### src/rtl/bin_to_gray_counter.sv
// bin_to_gray_counter: registered N-bit up-counter that carries a binary count
// and a flop-sourced Gray copy of it. The Gray copy is suitable for sampling
// in another clock domain, for example as an async-FIFO pointer.
// Control priority: clr > load > en > hold. wrap pulses for one cycle
// after an increment that takes the count from all-ones to zero.
module bin_to_gray_counter #(
    parameter int unsigned N = 4
) (
    input  logic         clk,
    input  logic         rst,
    input  logic         en,
    input  logic         clr,
    input  logic         load,
    input  logic [N-1:0] load_val,
    output logic [N-1:0] bin_out,
    output logic [N-1:0] gray_out,
    output logic         wrap
);

    localparam logic [N-1:0] ONE = N'(1);

    logic [N-1:0] bin_q,  bin_d;
    logic [N-1:0] gray_q, gray_d;
    logic         wrap_q, wrap_d;
    logic [N-1:0] bin_inc;

    function automatic logic [N-1:0] encode(input logic [N-1:0] b);
        return b ^ (b >> 1);
    endfunction

    // Gray is encoded from the next binary value so it leaves a flop directly.
    always_comb begin
        bin_d   = bin_q;
        gray_d  = gray_q;
        wrap_d  = 1'b0;
        bin_inc = bin_q + ONE;
        if (clr) begin
            bin_d  = '0;
            gray_d = '0;
        end else if (load) begin
            bin_d  = load_val;
            gray_d = encode(load_val);
        end else if (en) begin
            bin_d  = bin_inc;
            gray_d = encode(bin_inc);
            wrap_d = (bin_q == '1);
        end
    end

    // State registers with asynchronous active-high reset.
    always_ff @(posedge clk or posedge rst) begin
        if (rst) begin
            bin_q  <= '0;
            gray_q <= '0;
            wrap_q <= 1'b0;
        end else begin
            bin_q  <= bin_d;
            gray_q <= gray_d;
            wrap_q <= wrap_d;
        end
    end

    assign bin_out  = bin_q;
    assign gray_out = gray_q;
    assign wrap     = wrap_q;

endmodule

### config.mk
export PLATFORM = sky130hd
export DESIGN_NAME = bin_to_gray_counter
export DESIGN_NICKNAME = d
export VERILOG_FILES = /design/src/rtl/bin_to_gray_counter.sv
export SDC_FILE = /design/constraint.sdc
export NUM_CORES = 1
export LEC_CHECK = 0
export ABC_AREA = 1
export CAP_MARGIN = 40
export CORE_MARGIN = 2
export CORE_UTILIZATION = 39
export DETAILED_ROUTE_END_ITERATION = 8
export GPL_TIMING_DRIVEN = 0
export PLACE_DENSITY = 0.73
export SLEW_MARGIN = 20
export SYNTH_ARGS = -nofsm -noshare
export SYNTH_HDL_FRONTEND = slang
export SYNTH_SLANG_ARGS = --single-unit
### constraint.sdc
create_clock -name clk -period 1.2 [get_ports clk]
set_input_delay 0.3 -clock clk [delete_from_list [all_inputs] [get_ports clk]]
set_output_delay 0.3 -clock clk [all_outputs]
set_load 0.03 [all_outputs]
Word-level counts from Yosys, hierarchy flattened
Cells that the tools add are included.
{"block": "word_totals", "input_bits": 9, "word_cells": 17, "register_bits": 9}
{"block": "op_classes", "bitwise_logic": 2, "eq_ne": 1, "n_reduce_logical": 1, "n_mux": 9, "addsub": 1}
{"operator": "$mux W4", "n": 6}
{"operator": "$xor A4 B3 Y4", "n": 2}
{"operator": "$add A4 B1 Y4 const B", "n": 1}
{"operator": "$eq A4 B4 Y1 const B", "n": 1}
{"operator": "$mux W1", "n": 3}
{"operator": "$reduce_bool A3 Y1", "n": 1}

Logic depth before layout (Yosys ltp)
{"block": "depth", "ltp_word": 5, "depth_mapped": 9, "mapped_depth_nobuf": 8}

Worst setup path after synthesis
OpenSTA, ideal clock, no wires.
{"block": "synth_path", "path_kind": "reg-to-reg", "startpoint": "register bin_q[0] (netlist: bin_out[0])", "endpoint": "register gray_q[0] (netlist: gray_out[0])", "n_path_buf": 0, "synth_period_minus_slack_ps": 1379, "setup_ps": 118, "stages_incl_launch_ff": 6, "slack_ps": -179, "arrival_time_ps": 1262, "required_ps": 1082, "path_cell_list": "dfrtp_1 -> ha_1 -> a21oi_1 -> o21ai_0 -> nand3_1 -> nand2_1"}
{"block": "synth_between", "elab_chain_len": 5}
{"element": "start, declared", "line_no": "22", "source": "logic [N-1:0] bin_q, bin_d;"}
{"element": "start signal, assigned", "line_no": "57", "source": "bin_q <= bin_d;"}
{"element": "$add A4 B1 Y4", "line_no": "36", "source": "bin_inc = bin_q + ONE;"}
{"element": "$xor A4 B3 Y4", "line_no": "28", "source": "return b ^ (b >> 1);"}
{"element": "$mux W4", "line_no": "43", "source": "end else if (en) begin"}
{"element": "$mux W4", "line_no": "40", "source": "end else if (load) begin"}
{"element": "$mux W4", "line_no": "37", "source": "if (clr) begin"}
{"element": "end signal, assigned", "line_no": "58", "source": "gray_q <= gray_d;"}
{"element": "end, declared", "line_no": "23", "source": "logic [N-1:0] gray_q, gray_d;"}
Every way passes these cells. The select of a mux whose other input is x is not followed.
A chain may end at the register's enable or synchronous reset.

Worst setup path after layout
{"block": "layout_path", "startpoint": "register bin_q[1] (netlist: bin_out[1])", "endpoint": "output bin_out[1]"}
{"element": "end, declared", "line_no": "15", "source": "output logic [N-1:0] bin_out,"}
No word-level cell between the ends.

==> results by stage <==
Placed design:
- Counting tap cells, the placed design contains a total of 109 instances.
- After legalization and detailed placement, the total HPWL measured 905 µm.
- At the end of routability-driven placement, the weighted congestion stood at 0.766.
- In this run the tool buffered the top-level ports with 16 buffer cells.
- The pre-CTS setup slack is -0.311 ns.

STA:
- Setup violations remaining at the end of the flow were counted as 0.
- The shortest clock period the worst path allows after layout is 1.19 ns.
- At the pin with the least slew margin, the transition time is 0.317 ns.
- Setup repair after global routing could not meet its margin everywhere.
- The count of final max-slew check failures is 0.
- The relative slew slack is 78.8%.
- The worst path uses 99.3% of the clock period.
- The number of failing hold endpoints at the final stage is 0.
- Derived from the worst setup path, the maximum achievable clock frequency is 840 MHz.
- Across all setup checks in the final design, the least slack found is 0.00895 ns.
- Across all hold checks on the routed design, the worst slack comes to 0.279 ns.
- Between clock sinks in the finished design, the worst skew comes to 0.0124 ns.

Synth:
- In the synthesized netlist the dominant register cell turns out to be sky130_fd_sc_hd__dfrtp_1.
- The total nets after synthesis is 88.
- Synthesis handed over a netlist of 78 instances.
- The largest total area in the synthesized netlist belongs to sky130_fd_sc_hd__dfrtp_1.
- The share of synthesized flip-flops with an asynchronous set or reset is 100%.
- The per-instance average area after synthesis is 6.95 µm².
- Yosys mapped the design onto 17 distinct sky130hd cell types.
- The most common cell in the synthesized netlist is sky130_fd_sc_hd__nand2_1.
- In the post-synthesis netlist, the biggest area contributors are sky130_fd_sc_hd__dfrtp_1 37%, sky130_fd_sc_hd__nand2_1 16%, sky130_fd_sc_hd__inv_1 7.6%.
- The netlist area before placement is 542 µm².
- Yosys mapped a number of flops with a built-in enable equal to 0.
- The number of synthesized register bits is 8.
- The share of the Yosys chip area taken by registers is 37.0%.
- The commonest cells after synthesis are 23 x sky130_fd_sc_hd__nand2_1, 11 x sky130_fd_sc_hd__inv_1, 8 x sky130_fd_sc_hd__dfrtp_1, 8 x sky130_fd_sc_hd__o21ai_0, 7 x sky130_fd_sc_hd__a21oi_1.
- The number of synthesis warnings is 0.
- Of the post-synthesis cell area, the dominant cell type holds 37.0%.

Setup path:
- For the worst setup path, the data required time is 0.90 ns.
- The critical path goes through buf_4.
- For flop-to-flop paths, the worst setup slack is 0.04 ns.
- The critical path arrival is 0.89 ns.
- The gate family responsible for the most delay along the worst path is flip-flops.
- The critical path is of the reg -> out type.
- The startpoint kind of the worst setup timing path is a register.
- On the critical path, the stage with the largest delay is an instance of sky130_fd_sc_hd__dfrtp_2.
- The longest individual stage delay on the worst path is 0.45 ns.
- The element type at the critical path end is an output port.
- Together, buffers and inverters on the worst path number 1.
- Of all nets on the critical path, the largest fanout is 4.

CTS:
- The clock latency of the later-clocked register in the worst-skew pair is 0.26 ns.
- The clock passes through at most 2 buffers.
- The clock tree from TritonCTS is done.
- The cell sitting at the root of the clock tree is a sky130_fd_sc_hd__clkbuf_4.
- In this run the number of H-tree levels came out at 1.
- Clock tree synthesis inserted a total of 3 buffers.
- The sink count of the clock tree is 8.
- The clock input transition at the sequential cells of the worst setup and hold paths is 0.06 ns.

GRT:
- The number of antenna violations at the first check in global routing is 0.
- Entering global routing, the biggest net connects 11 pins.
- The first-pass GRT wire length is 1.95 mm.
- The number of global-route vias before repair is 479.
- The combined global-route utilization of all metal layers is 17.2%.
- The sum of overflow across all layers after global routing is 0.

Final layout:
- The number of fillers in the final layout is 132.
- The layout net count is 113.
- The post-route netlist has 33.3% of its cells at a drive strength greater than 1.
- The number of antenna diodes in the final layout is 0.
- From synthesis to final layout, the design area changed by 46.0%.
- The storage element area is 204 µm².
- The post-layout utilization of the core is 60.8%.
- The area taken by multi-input logic gates is 305 µm².
- The count of cells in the finished layout, fillers not included, comes to 117.

Floorplan:
- The initial utilization of the core area, before any placement, comes to 41.6%.
- The placeable core area is 0.00130 mm².
- The floorplan row count is 13.
- 18 I/O pins were placed.
- The die boundary width is 41.3 µm.
- The die boundary height is 41.3 µm.
- The die footprint is 0.00170 mm².

Power and ir drop:
- The areal power density over the cells is 1080 mW/mm².
- Across the VDD grid, the largest voltage drop is 0.000487 V.
- The final total power is 851 µW.
- The cell leakage power is 0.000407 µW.

Drt:
- Summing over every cut layer, the via total after detailed routing is 588.
- The sum of routed wire length over all layers is 1.21 mm.
- The number of remaining DRC errors is 0.
- The residual antenna-violating net count after detailed routing is 0.
- Before antenna repair, the detailed router went through 4 iterations.
- In the final routed layout, each cell accounts on average for 10.3 µm.
- The ratio of routed vias to standard cells is 5.03.
- In this run, the number of DRC markers left after iteration 0 of detailed routing was 9.

Hold path:
- The tightest min-delay check is of the in -> async type.

Outcome:
- The run finished with clean final reports.

Flow run:
- The number of max-cap violations is 0.
area by class of cell:
type,count,area share [%]
plain buffers,1,1.42
clock buffers,4,3.32
inverters,13,6.65
multi-input cells,55,38.6
flip-flops and latches,8,25.8
well taps,15,2.37
repair buffers,21,21.8
state kept, by name, indices dropped and copies added (netlist names):
| signal | flops |
|---|---|
| bin_out | 4 |
| gray_out | 3 |
| wrap | 1 |
report_power, final:
group / internal [µW] / switching [µW] / leakage [µW]
clock network: 128 / 104 / 0.0000150
logic: 126 / 173 / 0.000292
registers: 295 / 24.5 / 0.000100
total: 550 / 301 / 0.000407
metrics by stage:
step / area, µm² / TNS (ns)
floorplan: 557 / 0
global placement: 736 / -2.70
detailed placement: 736 / -2.87
CTS: 763 / -0.0140
global route: 791 / -0.0181
finish: 791 / 0
kinds of logic after synthesis:
kind of cell | after synthesis | synth area share [%]
AO/OA/AOI/OAI | 18 | 16.6
flip-flops | 8 | 37.0
adder cells (fa/ha/maj) | 1 | 2.31
buffers and inverters | 15 | 12.5
AND/OR/NAND/NOR | 36 | 31.6
routing by layer:
layer  wire length, µm  GRT usage [%]  vias to the layer above
met3                61           1.63                        4
met4                26           7.26                        0
met5                 0              0                        -
li1                  -              -                      299
met1               551           23.4                      265
met2               570           27.3                       20
layout by cell type, fill, tap and decap left out:
cell type,instances
sky130_fd_sc_hd__buf_4,7
sky130_fd_sc_hd__nor2_1,1
sky130_fd_sc_hd__nand3_1,4
sky130_fd_sc_hd__nand4_1,1
sky130_fd_sc_hd__clkbuf_1,1
sky130_fd_sc_hd__nor3_1,1
sky130_fd_sc_hd__clkdlybuf4s50_1,6
sky130_fd_sc_hd__clkbuf_4,3
sky130_fd_sc_hd__nand2_2,3
sky130_fd_sc_hd__o21ai_0,6
sky130_fd_sc_hd__nand2_4,2
sky130_fd_sc_hd__ha_4,1
sky130_fd_sc_hd__dlymetal6s2s_1,1
sky130_fd_sc_hd__o21ai_1,5
sky130_fd_sc_hd__dfrtp_1,5
sky130_fd_sc_hd__clkinvlp_4,1
sky130_fd_sc_hd__nand3_2,2
sky130_fd_sc_hd__a21oi_2,1
sky130_fd_sc_hd__buf_6,3
sky130_fd_sc_hd__buf_2,5
sky130_fd_sc_hd__nand2_1,21
sky130_fd_sc_hd__nor2_4,1
sky130_fd_sc_hd__inv_2,2
sky130_fd_sc_hd__dfrtp_2,3
sky130_fd_sc_hd__inv_1,10
sky130_fd_sc_hd__a21oi_1,6
final timing paths:
check                                 start     endpoint  depth (start not counted)
min in group clk                       load   bin_out[3]                          3
max in group asynchronous               rst   bin_out[0]                          2
worst min register to register  gray_out[0]  gray_out[0]                          2
worst max register to register   bin_out[1]  gray_out[1]                          6
worst max-delay path             bin_out[1]   bin_out[1]                          1
worst min-delay path                    rst         wrap                          2
what timing repair did:
item	in CTS	in global routing
buffers inserted	3	2
hold buffers	0	0
gates resized for setup	49	13
setup endpoints to repair	9	11
pin swaps	0	8
(Power assumes the default switching activity.)
